## src/rtl/rr_mux_select_ctrl_pkg.sv

```systemverilog
`default_nettype none
// +------------------------------------------------------------------+
// | rr_mux_select_ctrl_pkg: shared types and the index-to-select map  |
// | Revision: 1.0                                                     |
// +------------------------------------------------------------------+
package rr_mux_select_ctrl_pkg;

    localparam int N_CH = 4;

    typedef enum logic [0:0] {
        ST_IDLE = 1'b0,
        ST_BUSY = 1'b1
    } state_e;

    // Returns {s0, s1}; channel k drives mux input i(k+1).
    function automatic logic [1:0] idx_to_sel(input logic [1:0] k);
        return {k[1], k[0]};
    endfunction

endpackage
`default_nettype wire

```

## src/rtl/rr_mux_select_ctrl_pick4.sv

```systemverilog
`default_nettype none
// +------------------------------------------------------------------+
// | rr_pick4: rotate-priority encoder, first request at/after ptr     |
// | Revision: 1.0                                                     |
// +------------------------------------------------------------------+
module rr_pick4
    import rr_mux_select_ctrl_pkg::*;
(
    input  logic [N_CH-1:0] req_i,
    input  logic [1:0]      ptr_i,
    output logic            found_o,
    output logic [1:0]      k_o
);

    logic [1:0] idx;

    // Scan from the farthest offset down so the nearest hit overwrites.
    always_comb begin
        found_o = 1'b0;
        k_o     = 2'd0;
        idx     = 2'd0;
        for (int i = N_CH - 1; i >= 0; i--) begin
            idx = ptr_i + 2'(i);
            if (req_i[idx]) begin
                found_o = 1'b1;
                k_o     = idx;
            end
        end
    end

endmodule
`default_nettype wire

```

## src/rtl/rr_mux_select_ctrl.sv

```systemverilog
`default_nettype none
// +------------------------------------------------------------------+
// | rr_mux_select_ctrl: round-robin grant and 4:1 mux select driver   |
// | Revision: 1.0                                                     |
// +------------------------------------------------------------------+
module rr_mux_select_ctrl
    import rr_mux_select_ctrl_pkg::*;
#(
    parameter int TIMEOUT = 0,
    parameter int TO_W    = 8
) (
    input  logic            clk,
    input  logic            rst_n,
    input  logic [N_CH-1:0] req_i,
    output logic [N_CH-1:0] grant_o,
    output logic            mux_s0_o,
    output logic            mux_s1_o,
    output logic            out_valid_o,
    input  logic            out_ready_i,
    output logic            abort_o
);

    localparam bit            WD_EN   = (TIMEOUT > 0);
    localparam logic [TO_W-1:0] WD_LAST = TO_W'((TIMEOUT > 0) ? TIMEOUT - 1 : 0);

    state_e          state_q;
    logic [N_CH-1:0] grant_q;
    logic [1:0]      sel_q;
    logic            valid_q;
    logic            abort_q;
    logic [1:0]      ptr_q;
    logic [1:0]      idx_q;
    logic [TO_W-1:0] wd_q;

    logic            pick_found;
    logic [1:0]      pick_k;
    logic            wd_expire;

    rr_pick4 u_pick (
        .req_i   (req_i),
        .ptr_i   (ptr_q),
        .found_o (pick_found),
        .k_o     (pick_k)
    );

    // This BUSY cycle is the TIMEOUT-th one without out_ready.
    assign wd_expire = WD_EN && (wd_q == WD_LAST);

    always_ff @(posedge clk or negedge rst_n) begin
        if (!rst_n) begin
            state_q <= ST_IDLE;
            grant_q <= '0;
            sel_q   <= 2'd0;
            valid_q <= 1'b0;
            abort_q <= 1'b0;
            ptr_q   <= 2'd0;
            idx_q   <= 2'd0;
            wd_q    <= '0;
        end else begin
            abort_q <= 1'b0;
            case (state_q)
                ST_IDLE: begin
                    if (pick_found) begin
                        state_q <= ST_BUSY;
                        grant_q <= N_CH'(1) << pick_k;
                        sel_q   <= idx_to_sel(pick_k);
                        valid_q <= 1'b1;
                        idx_q   <= pick_k;
                        wd_q    <= '0;
                    end
                end
                ST_BUSY: begin
                    if (out_ready_i) begin
                        state_q <= ST_IDLE;
                        grant_q <= '0;
                        valid_q <= 1'b0;
                        ptr_q   <= idx_q + 2'd1;
                    end else if (!req_i[idx_q] || wd_expire) begin
                        state_q <= ST_IDLE;
                        grant_q <= '0;
                        valid_q <= 1'b0;
                        abort_q <= 1'b1;
                        ptr_q   <= idx_q + 2'd1;
                    end else begin
                        wd_q    <= wd_q + 1'b1;
                    end
                end
                default: begin
                    state_q <= ST_IDLE;
                    grant_q <= '0;
                    valid_q <= 1'b0;
                end
            endcase
        end
    end

    assign grant_o     = grant_q;
    assign mux_s0_o    = sel_q[1];
    assign mux_s1_o    = sel_q[0];
    assign out_valid_o = valid_q;
    assign abort_o     = abort_q;

endmodule
`default_nettype wire

```

## config.mk

```make
export PLATFORM = sky130hd
export DESIGN_NAME = rr_mux_select_ctrl
export DESIGN_NICKNAME = d
export VERILOG_FILES = /design/src/rtl/rr_mux_select_ctrl_pkg.sv /design/src/rtl/rr_mux_select_ctrl_pick4.sv /design/src/rtl/rr_mux_select_ctrl.sv
export SDC_FILE = /design/constraint.sdc
export NUM_CORES = 1
export LEC_CHECK = 0
export BUFFER_PORTS_ARGS = -buffer_cell sky130_fd_sc_hd__buf_2
export CAP_MARGIN = 20
export CORE_MARGIN = 2
export CORE_UTILIZATION = 40
export DETAILED_ROUTE_END_ITERATION = 8
export SLEW_MARGIN = 20
export SYNTH_ARGS = -nofsm -noshare
export SYNTH_HDL_FRONTEND = slang
export SYNTH_SLANG_ARGS = --single-unit
```

## constraint.sdc

```tcl
create_clock -name clk -period 2.05 [get_ports clk]
set_input_delay 0.41 -clock clk [delete_from_list [all_inputs] [get_ports clk]]
set_output_delay 0.41 -clock clk [all_outputs]
set_load 0.02 [all_outputs]
```

[Word level (Yosys, flattened, before mapping)]
Cells that the tools add are included.
Storage, ports and cells
  register bits after elaboration: 11
  input bits: 7
  output and inout bits: 8
  word-level logic and storage cells: 58
Cells by class
  add/sub/neg operators: 4
  magnitude comparators: 5
  equal/unequal tests: 3
  shift-type cells: 1
  mux-type cells: 35
  bitwise logic cells: 1
  reductions and logical operators: 3
Operators by type and width (number)
  $mux 1: 18
  $lt 2x3->1 const B: 5
  $mux 2: 6
  $mux 4: 3
  $bmux 1 s2: 5
  $pmux 4 s2: 1
  $reduce_and 2->1: 3
  $add 2x1->2 const B: 2
  $add 2x2->2 const B: 2
  $ne 2x2->1 const B: 2
  $pmux 1 s2: 2
  $shl 1x2->4 const A: 1
  $ne 3x3->1 const B: 1
  $not 1->1: 1

[Longest topological paths before layout]
  word-level depth: 10
  mapped depth: 5

[Cells and area by module]
Synthesis repeated with hierarchy kept, for this count alone.
Second synthesis, totals
  cells, all modules: 72
  area, all modules: 666.9 um^2
Modules (own cells, without submodules)
  rr_mux_select_ctrl: times used 1, cells each 59, area an instance 589.3 um^2, seq. area each 275.3 um^2
  rr_pick4: times used 1, cells each 13, area an instance 77.6 um^2, seq. area each 0.0 um^2

[Worst setup path before layout]
OpenSTA, ideal clock, no wires.
  kind: reg2reg
  start point: reg idx_q[1]
  end point: reg grant_q[0], in the netlist grant_o[0]
  data arrival time: 1361 ps
  required time: 1930 ps
  path slack: 570 ps
  stages on the path, launching flop included: 5
  cells stage by stage: dfrtp_1 -> mux2i_1 -> o221ai_2 -> and3_1 -> a31o_1
On the way
  longest elaborated chain between the ends: 4
RTL lines
  start: declaration: line rr_mux_select_ctrl.sv:32  | logic [1:0] idx_q;
  start signal: assignment: line rr_mux_select_ctrl.sv:68  | idx_q <= pick_k;
  $bmux 1 s2: line rr_mux_select_ctrl.sv:78  | end else if (!req_i[idx_q] || wd_expire) begin
  $mux 1 (implied by the code): line rr_mux_select_ctrl.sv:78
  $ne 3x3->1 (no source line)
  $reduce_and 2->1 (no source line)
  end signal: assignment: line rr_mux_select_ctrl.sv:65  | grant_q <= N_CH'(1) << pick_k;
  end: declaration: line rr_mux_select_ctrl.sv:27  | logic [N_CH-1:0] grant_q;
Every way passes these cells. The select of a mux whose other input is x is not followed.
A chain may end at the register's enable or synchronous reset.

[Worst setup path in the final report]
  start point: reg idx_q[1]
  end point: reg grant_q[1], in the netlist grant_o[1]
The elaborated chain is that of the path after synthesis.

==> results_dict.tcl <==
set metrics [dict create \
    status "finished clean" \
    drc 0 \
    crit_path_start_kind "flip-flop" \
    n_antenna_cell 0 \
    dp_hpwl_um 870 \
    r2r-end "grant_o[1]$_DFFE_PN0P_" \
    postSynth.asyncResetShare_pct 100 \
    synth_nets 63 \
    syn_to_final_growth_pct 21.2 \
    die_x_um 41.6 \
    cts_resized 0 \
    holdPathEnd "abort_o$_DFF_PN0_" \
    crit_required_ps 2200 \
    worst_pin_slew_ps 460 \
    multi_input_area_um2 283 \
    drive_gt1_share_pct 27.0 \
    viasPerCell 5.62 \
    path_class "flip-flop to flip-flop" \
    cts.clk_slew.worst_paths_ps 70 \
    p_per_area_nw_per_um2 1530 \
    avgSynthCellArea_um2 10.1 \
    hold-path-cell-count 3 \
    regArea_um2 275 \
    cts_tree "yes" \
    yosys-top-cells-count "dfrtp_1 (11), nand2_1 (6), nor2_1 (4)" \
    antenna_found_initial 0 \
    synthCells 56 \
    grt_overflow 0 \
    slew_violations 0 \
    postLayoutCoreUtil_pct 52.1 \
    slew_headroom_pct 69.3 \
    fin_area_um2 687 \
    cts_hold_buf 1 \
    die_y_um 41.6 \
    rr_startpoint "idx_q[1]$_DFFE_PN0P_" \
    n_fill_cell 126 \
    critical_path.endpoint_type "flip-flop" \
    period_needed_ps 1520 \
    min_from "out_ready_i" \
    synth_warnings 0 \
    ys_seq_area_share_pct 48.6 \
    routed-via-count 500 \
    synth_area_um2 567 \
    slowest_delay_ps 450 \
    rsz0062_at_grt "no" \
    setup_viol 0 \
    rrSetupSlack_ps 530 \
    synth_cell_types 26 \
    fmax_ghz 0.657 \
    drv_cap 0 \
    root_buffer "clkbuf_4" \
    yosysTopAreaCell "dfrtp_1" \
    drt_iter0_markers 14 \
    synthTopCellsByArea "dfrtp_1 (49%), nand2_1 (4.0%), mux2i_1 (3.5%)" \
    port_buffers 14 \
    power.total_mw 1.05 \
    hold_class "primary input to flip-flop" \
    ant_nets 0 \
    clock-sinks 11 \
    leakage_nw 0.326 \
    reg2regPathDepth 4 \
    postRouteWirelength_mm 1.20 \
    ir_worst_vdd_v 0.000741 \
    track_usage_pct 15.6 \
    hold_violations 0 \
    synth.ff_latch_count 11 \
    cts_setup_buffers 0 \
    path_max_fanout 9 \
    clk_latency_ps 270 \
    placed_cell_area_um2 651 \
    start_util_pct 43.0 \
    ios 15 \
    htree_num_levels 1 \
    synthDominantCellAreaShare_pct 48.6 \
    slowest_stage "dfrtp_1" \
    clockBufferDepth 2 \
    grt_max_degree 13 \
    cts_inserted_buffers 3 \
    grt_pass1_vias 495 \
    rows 13 \
    fp.dieArea_um2 1730 \
    gp_congestion 0.758 \
    wl_per_cell_um 13.5 \
    layout.nets 82 \
    crit_chain "mux2i_1 > o221ai_2 > and3_1 > a31o_1" \
    grt_pass1_wl_mm 2.09 \
    drtPass1Iterations 5 \
    yosysMostFrequentCell "dfrtp_1" \
    cp.arrival_ps 1670 \
    fin_setup_tns_ps 0 \
    core_um2 1320 \
    synth_flop_cell "dfrtp_1" \
    fin_skew_ps 8.88 \
    synth_edf_count 0 \
    fin_crit_sh_pct 74.2 \
]
-- cell usage in the layout (no fill, tap or decap) --
cell | netlist | routed
a21oi_1 | 2 | 2
nor2b_1 | 1 | 1
o21ai_0 | 3 | 3
clkbuf_1 | 0 | 1
mux2_2 | 1 | 1
a31o_1 | 2 | 2
or2_1 | 1 | 1
dlygate4sd3_1 | 0 | 1
nand3_1 | 3 | 3
clkbuf_4 | 0 | 3
o21ai_1 | 2 | 2
nor2_1 | 4 | 4
nand4b_1 | 1 | 1
dfrtp_1 | 11 | 11
a221o_1 | 1 | 1
buf_2 | 1 | 14
o221ai_2 | 1 | 1
o31ai_1 | 1 | 1
nand2b_1 | 3 | 3
mux2i_1 | 2 | 2
nand3b_1 | 1 | 1
xnor2_1 | 1 | 1
o21bai_1 | 1 | 1
a221oi_1 | 2 | 2
inv_1 | 1 | 1
o31ai_2 | 1 | 1
and3_1 | 2 | 2
nand2_1 | 6 | 6
a21o_1 | 1 | 1
-- layout make-up --
| cell class | count | area share, % |
|---|---|---|
| tap | 15 | 2.73 |
| multi-input combinational | 43 | 41.2 |
| inverter | 1 | 0.546 |
| sequential | 11 | 40.1 |
| timing repair buffer | 15 | 11.7 |
| clock buffer | 4 | 3.83 |
-- critical path, delay by kind of cell, from the launching register on --
kind / cells / cell delay (ps)
AO/OA/AOI/OAI: 2 / 410
flip-flops: 1 / 450
multiplexers: 1 / 290
AND/OR/NAND/NOR: 1 / 250
-- metrics by stage --
| stage | hold slack [ps] | worst slack, ps | std cells |
|---|---|---|---|
| 6_report | 437 | 529 | 89 |
| 5_1_grt | 444 | 425 | 89 |
| 4_1_cts | 421 | 528 | 89 |
| 3_5_place_dp | 293 | 533 | 84 |
| 3_3_place_gp | 289 | 569 | 84 |
| 2_1_floorplan | 114 | 570 | 56 |
-- per-layer routing --
metal  global-route usage (%)  vias up  wire length, µm
met5                        0        -                0
met4                     5.81        0                8
met3                     6.96        2               59
met2                     25.3       11              581
met1                     18.1      243              549
li1                         -      244                -
-- cells by family after synthesis --
family | synth area share [%]
AOI/OAI and AO/OA | 23.0
xor gates and xnor gates | 1.55
buffers and inverters | 1.54
DFF | 48.6
muxes | 5.52
and+or+nand+nor | 19.9
-- state kept, by name, summed over array words and instances (netlist names) --
register	count
state_q	1
idx_q	2
ptr_q	2
abort_o	1
out_valid_o	1
grant_o	4
-- how the worst max path moves through the flow --
stage	from	to	slack, ps	cells past startpoint
6_report	idx_q[1]$_DFFE_PN0P_	grant_o[1]$_DFFE_PN0P_	530	4
5_1_grt	idx_q[1]$_DFFE_PN0P_	grant_o[1]$_DFFE_PN0P_	420	4
3_5_place_dp	req_i[2]	grant_o[1]$_DFFE_PN0P_	530	5
2_1_floorplan	idx_q[1]$_DFFE_PN0P_	grant_o[0]$_DFFE_PN0P_	570	4
3_3_place_gp	req_i[3]	grant_o[1]$_DFFE_PN0P_	570	5
4_1_cts	idx_q[1]$_DFFE_PN0P_	grant_o[1]$_DFFE_PN0P_	530	4
-- power by group --
group | switching [mW] | internal, mW | leakage (nW) | total, mW
combinational | 0.305 | 0.200 | 0.173 | 0.505
sequential | 0.0883 | 0.313 | 0.138 | 0.401
clock | 0.0678 | 0.0752 | 0.0150 | 0.143
Note: power is estimated with default switching activity, not from simulation.
